$ cat config.mk
export PLATFORM = sky130hd
export DESIGN_NAME = snake_dir_ctrl
export DESIGN_NICKNAME = d
export VERILOG_FILES = /design/src/rtl/snake_pkg.sv /design/src/rtl/snake_debounce.sv /design/src/rtl/snake_dir_ctrl.sv
export SDC_FILE = /design/constraint.sdc
export NUM_CORES = 1
export LEC_CHECK = 0
export CAP_MARGIN = 5
export CORE_MARGIN = 8
export CORE_UTILIZATION = 35
export CTS_CLUSTER_DIAMETER = 200
export DETAILED_ROUTE_END_ITERATION = 16
export GPL_TIMING_DRIVEN = 0
export SYNTH_ARGS = -nofsm -noshare
export SYNTH_HDL_FRONTEND = slang
export SYNTH_HIERARCHICAL = 1
export SYNTH_SLANG_ARGS = --single-unit
$ cat constraint.sdc
create_clock -name clk -period 35.5 [get_ports clk]
set_input_delay 5.325 -clock clk [delete_from_list [all_inputs] [get_ports clk]]
set_output_delay 5.325 -clock clk [all_outputs]
set_load 0.02 [all_outputs]
$ cat src/rtl/snake_pkg.sv
// Shared direction codes, helpers and default timing for the snake direction controller.
package snake_pkg;

  typedef enum logic [1:0] {
    DIR_UP    = 2'b00,
    DIR_RIGHT = 2'b01,
    DIR_DOWN  = 2'b10,
    DIR_LEFT  = 2'b11
  } dir_e;

  localparam int unsigned TICK_DIV_DEF     = 32'd12_500_000;
  localparam int unsigned STEP_DIV_DEF     = 32'd250_000;
  localparam int unsigned MIN_DIV_DEF      = 32'd3_000_000;
  localparam int unsigned START_LEN_DEF    = 32'd5;
  localparam int unsigned DEBOUNCE_CYC_DEF = 32'd500_000;

  // Opposite heading differs only in the upper code bit.
  function automatic logic [1:0] opposite(input logic [1:0] d);
    return d ^ 2'b10;
  endfunction

endpackage

$ cat src/rtl/snake_debounce.sv
// Two-flop synchroniser, level debouncer and rising-edge press pulse for one button.
module snake_debounce
  import snake_pkg::*;
#(
  parameter int unsigned DEBOUNCE_CYC = DEBOUNCE_CYC_DEF
) (
  input  logic clk,
  input  logic reset,
  input  logic raw,
  output logic press
);

  localparam int CW = $clog2(DEBOUNCE_CYC + 1);
  localparam logic [CW-1:0] CNT_LAST = CW'(DEBOUNCE_CYC - 1);

  logic          sync_a;
  logic          sync_b;
  logic          level;
  logic [CW-1:0] cnt;

  // The press pulse is raised on the same edge the debounced level rises.
  always_ff @(posedge clk) begin
    if (reset) begin
      sync_a <= 1'b0;
      sync_b <= 1'b0;
      level  <= 1'b0;
      cnt    <= '0;
      press  <= 1'b0;
    end else begin
      sync_a <= raw;
      sync_b <= sync_a;
      press  <= 1'b0;
      if (sync_b == level) begin
        cnt <= '0;
      end else if (cnt == CNT_LAST) begin
        level <= sync_b;
        cnt   <= '0;
        press <= sync_b;
      end else begin
        cnt <= cnt + 1'b1;
      end
    end
  end

endmodule

$ cat src/rtl/snake_dir_ctrl.sv
// Turns debounced player buttons into a queued direction and a length-dependent move tick.
module snake_dir_ctrl
  import snake_pkg::*;
#(
  parameter int unsigned TICK_DIV     = TICK_DIV_DEF,
  parameter int unsigned STEP_DIV     = STEP_DIV_DEF,
  parameter int unsigned MIN_DIV      = MIN_DIV_DEF,
  parameter int unsigned START_LEN    = START_LEN_DEF,
  parameter int unsigned DEBOUNCE_CYC = DEBOUNCE_CYC_DEF
) (
  input  logic       clk,
  input  logic       reset,
  input  logic [3:0] btn,
  input  logic       btn_pause,
  input  logic [6:0] snake_length,
  input  logic       game_over,
  output logic [1:0] direction,
  output logic       move_tick,
  output logic       paused
);

  logic [3:0]  dir_press;
  logic        pause_press;

  for (genvar i = 0; i < 4; i++) begin : g_dir_btn
    snake_debounce #(.DEBOUNCE_CYC(DEBOUNCE_CYC)) u_db (
      .clk   (clk),
      .reset (reset),
      .raw   (btn[i]),
      .press (dir_press[i])
    );
  end

  snake_debounce #(.DEBOUNCE_CYC(DEBOUNCE_CYC)) u_db_pause (
    .clk   (clk),
    .reset (reset),
    .raw   (btn_pause),
    .press (pause_press)
  );

  logic [31:0] len_ext;
  logic [31:0] excess;
  logic [31:0] reduction;
  logic [31:0] base;
  logic [31:0] period;
  logic [31:0] count;

  assign len_ext   = {25'd0, snake_length};
  assign excess    = (len_ext > START_LEN) ? len_ext - START_LEN : 32'd0;
  assign reduction = STEP_DIV * excess;
  assign base      = (reduction >= TICK_DIV) ? 32'd0 : TICK_DIV - reduction;
  assign period    = (base < MIN_DIV) ? MIN_DIV : base;

  logic        running;
  logic        tick_due;

  assign running  = !paused && !game_over;
  assign tick_due = running && (count >= period - 32'd1);

  logic [1:0]  q0;
  logic [1:0]  q1;
  logic [1:0]  q_cnt;
  logic [1:0]  last;
  logic        pop;
  logic [1:0]  cnt_after_pop;
  logic [1:0]  cand;
  logic        req;
  logic        accept;
  logic [1:0]  q0_n;
  logic [1:0]  q1_n;
  logic [1:0]  q_cnt_n;

  assign last          = (q_cnt == 2'd0) ? direction : ((q_cnt == 2'd1) ? q0 : q1);
  assign pop           = tick_due && (q_cnt != 2'd0);
  assign cnt_after_pop = q_cnt - {1'b0, pop};
  assign req           = |dir_press;

  always_comb begin
    cand = DIR_UP;
    if (dir_press[0])      cand = DIR_UP;
    else if (dir_press[1]) cand = DIR_RIGHT;
    else if (dir_press[2]) cand = DIR_DOWN;
    else if (dir_press[3]) cand = DIR_LEFT;
  end

  assign accept = req && running && (cnt_after_pop != 2'd2) &&
                  (cand != last) && (cand != opposite(last));

  // Pop is applied first, then the accepted request lands behind whatever remains.
  always_comb begin
    q0_n    = q0;
    q1_n    = q1;
    q_cnt_n = q_cnt;
    if (pop) begin
      q0_n    = q1;
      q_cnt_n = q_cnt - 2'd1;
    end
    if (accept) begin
      if (q_cnt_n == 2'd0) q0_n = cand;
      else                 q1_n = cand;
      q_cnt_n = q_cnt_n + 2'd1;
    end
  end

  always_ff @(posedge clk) begin
    if (reset) begin
      direction <= DIR_UP;
      move_tick <= 1'b0;
      paused    <= 1'b0;
      count     <= 32'd0;
      q0        <= DIR_UP;
      q1        <= DIR_UP;
      q_cnt     <= 2'd0;
    end else begin
      move_tick <= 1'b0;
      if (pause_press && !game_over) paused <= !paused;
      if (tick_due) begin
        count     <= 32'd0;
        move_tick <= 1'b1;
        if (pop) direction <= q0;
      end else if (running) begin
        count <= count + 32'd1;
      end
      q0    <= q0_n;
      q1    <= q1_n;
      q_cnt <= q_cnt_n;
    end
  end

endmodule

==> results.txt <==
Worst vdd ir -> 0.0648 mV
1st-pass router iterations -> 5
Yosys reg bits -> 157
Wire length per cell -> 13.1 um
RSZ-0062 raised after global routing -> no
Crit. End Element -> flop
Setup-failing EPs final -> 0
Vias -> 10100
Post-DP HPWL -> 19700 um
IO Port Bufs -> 18
H-Tree Level Count -> 4
Gr usage total -> 12.6%
CTS resizes -> 0
Total CTS buffers -> 17
Critical path class -> in -> reg
Critical path's slowest cell -> a2111oi_4
Syn_area_per_cell -> 8.47 sq um
Layout cells sized above 1 -> 7.66%
Register area share after synthesis -> 25.6%
CP bufs+invs -> 10
Fmax achieved -> 0.0538 GHz
Final non-filler cell total -> 1957
Synth warn -> 6
Max-slew violation count -> 0
Ant diodes -> 0
Antenna violations before repair -> 0
CTS tree -> built
Post-synthesis cell count -> 1448
Longest Clk Path Bufs -> 2
CP max stage delay -> 0.75 ns
Vias in the first global route -> 9712
Core Region -> 34500 sq um
Gp weighted congestion -> 0.791
Die height -> 203 um
Fill count -> 3567
Placed cell count -> 1925
MaxCap Viol Count -> 0
Crit Path Max Fanout -> 10
Antenna Nets Post-Route -> 0
Io pins -> 19
Ys async rst share -> 0%
Clock-pin slew on the worst setup and hold paths -> 0.07 ns
Post-synth top flop -> dfxtp_1
DR iter-0 viols -> 600
Power density cells -> 72.1 nW/um^2
Worst setup SP type -> input port
Initial Utilization -> 35.5%
Leading area contributor after synthesis -> dfxtp_1
Critical Path AT -> 18.91 ns
Area of the die -> 41300 sq um
Syn Std Cell Area -> 12300 sq um
Post-synth EDFFs -> 0
GRT overflow -> 0
Synthesis-to-layout area growth -> 10.9%
Clock Skews -> 0.0127 ns
Hold Crit Class -> reg -> reg
Main area contributors after synthesis -> dfxtp_1 26%, ha_1 11%, xnor2_1 6.1%
Post-route setup TNS -> 0 ns
Post-CTS setup buffer count -> 0
Post-synth cell types -> 94
Final Hold Fails -> 0
First-pass GRT wire length -> 45200 um
Clock root cell -> clkbuf_16
Residual DRC -> 0
CP delay by family, top -> adder cells
Crit share post-route -> 52.4%
Slew @ Worst Pin -> 1.15 ns
Worst-Skew Late Latency -> 0.42 ns
Via density -> 5.15
Leak -> 5.22 nW
Worst path required time -> 35.82 ns
Outcome -> complete, no violations
Row cnt -> 68
Drt total wl -> 25600 um
Final core utilization -> 39.4%
Crit-path most repeated cell -> ha_1
Crit path time final -> 18.59 ns
Hold Buf Count CTS -> 0
Die X -> 203 um
Clk sinks -> 157
Largest net degree at the start of global routing -> 30
Final #Nets -> 1645
Top-area cell type share of the netlist area -> 25.6%
Rel. slew slack -> 22.9%
[state kept, by name, indices dropped and copies added (netlist names), 4 cells and up]
register / flops
count: 32
g_dir_btn.u_db/cnt: 76
g_dir_btn.u_db/level: 4
g_dir_btn.u_db/press: 4
g_dir_btn.u_db/sync_a: 4
g_dir_btn.u_db/sync_b: 4
u_db_pause/cnt: 19
[logic make-up (layout without fill, tap and decap cells)]
| logic type | Yosys count | after routing | share of synthesized area, % |
|---|---|---|---|
| flip-flops | 157 | 157 | 25.6 |
| buffers and inverters | 146 | 197 | 5.00 |
| adder cells (fa/ha/maj) | 141 | 141 | 16.6 |
| AND/OR/NAND/NOR | 615 | 615 | 27.0 |
| AO/OA/AOI/OAI | 217 | 217 | 13.1 |
| other | 1 | 4 | 0.0306 |
| multiplexers | 17 | 17 | 1.46 |
| XOR/XNOR | 154 | 154 | 11.1 |
[where the power goes]
group	leakage (nW)	total (W)	internal [W]	switching (W)
clock	0.261	0.000171	0.0000918	0.0000790
sequential	1.27	0.000178	0.000177	0.000000633
combinational	3.69	0.000633	0.000246	0.000386
[metal layers]
| layer | vias up | GRT usage, % | wire (um) |
|---|---|---|---|
| met2 | 90 | 21.1 | 11800 |
| met3 | 17 | 1.60 | 454 |
| met4 | 0 | 3.08 | 283 |
| li1 | 5193 | - | - |
| met1 | 4777 | 16.9 | 13100 |
| met5 | - | 0 | 0 |
[synth_stat cells, drive strengths merged, types with 9 or more instances]
cell	number
or3	16
and4	18
inv	110
a21oi	58
mux2i	10
dfxtp	157
clkbuf	14
nand3	64
and3	17
xor2	68
o31ai	11
nand2b	10
buf	21
a21o	19
xnor2	86
nand4	50
ha	104
fa	37
and2	27
nor3	36
nand2	96
a211oi	9
o21ai	46
or4	15
nor4	27
nor2	180
nor2b	18
[layout by cell type (no fill, tap or decap), drive strengths merged, types with 32 or more instances in the layout]
master	count
clkbuf	32
inv	114
fa	37
nand3	64
a21oi	58
nor2	180
xnor2	86
nor3	36
nand2	96
nand4	50
dfxtp	157
ha	104
o21ai	46
xor2	68
[stage by stage]
| step | worst slack (ns) | total power, W | hold slack (ns) | instance area [sq um] |
|---|---|---|---|---|
| floorplan | 18.28 | 0.000687 | 0.414 | 12300 |
| global placement | 15.76 | 0.000806 | 0.421 | 13000 |
| detailed placement | 16.40 | 0.000815 | 0.425 | 13000 |
| CTS | 16.81 | 0.000991 | 0.436 | 13600 |
| global route | 15.86 | 0.00109 | 0.457 | 13600 |
| finish | 16.91 | 0.000981 | 0.432 | 13600 |
[path summary, 6_finish.rpt]
kind | start | slack (ns) | to | cells after the start
max | snake_length[0] | 16.91 | q_cnt[1]$_SDFF_PP0_ | 50
min reg2reg | g_dir_btn[1].u_db/sync_a$_SDFF_PP0_ | 0.43 | g_dir_btn[1].u_db/sync_b$_SDFF_PP0_ | 1
max reg2reg | count[4]$_SDFFE_PP0P_ | 31.43 | q_cnt[1]$_SDFF_PP0_ | 14
min | g_dir_btn[1].u_db/sync_a$_SDFF_PP0_ | 0.43 | g_dir_btn[1].u_db/sync_b$_SDFF_PP0_ | 1
[cell type report]
cell class | instances | area (sq um) | area share, %
repair buffers | 19 | 195 | 1.44
clock inverters | 14 | 131 | 0.966
clock buffers | 18 | 429 | 3.16
inverters | 111 | 417 | 3.06
flip-flops and latches | 157 | 3140 | 23.1
plain buffers | 35 | 196 | 1.44
multi-input cells | 1148 | 8520 | 62.6
well taps | 455 | 569 | 4.19
[worst register-to-register path, cell delays in order, from the launching register on]
cell       delay, ns
dfxtp_1         0.41
ha_1            0.26
a41o_1          0.25
a21o_1          0.17
a211o_1         0.28
o2111ai_1       0.12
a41oi_1         0.23
o31ai_1         0.66
a2111oi_4       0.27
xnor2_1         0.41
ha_1            0.30
or2_2           0.30
nor2_1          0.09
o21ai_0         0.10
o211a_1         0.13
Power figures use the tool's default switching activity.
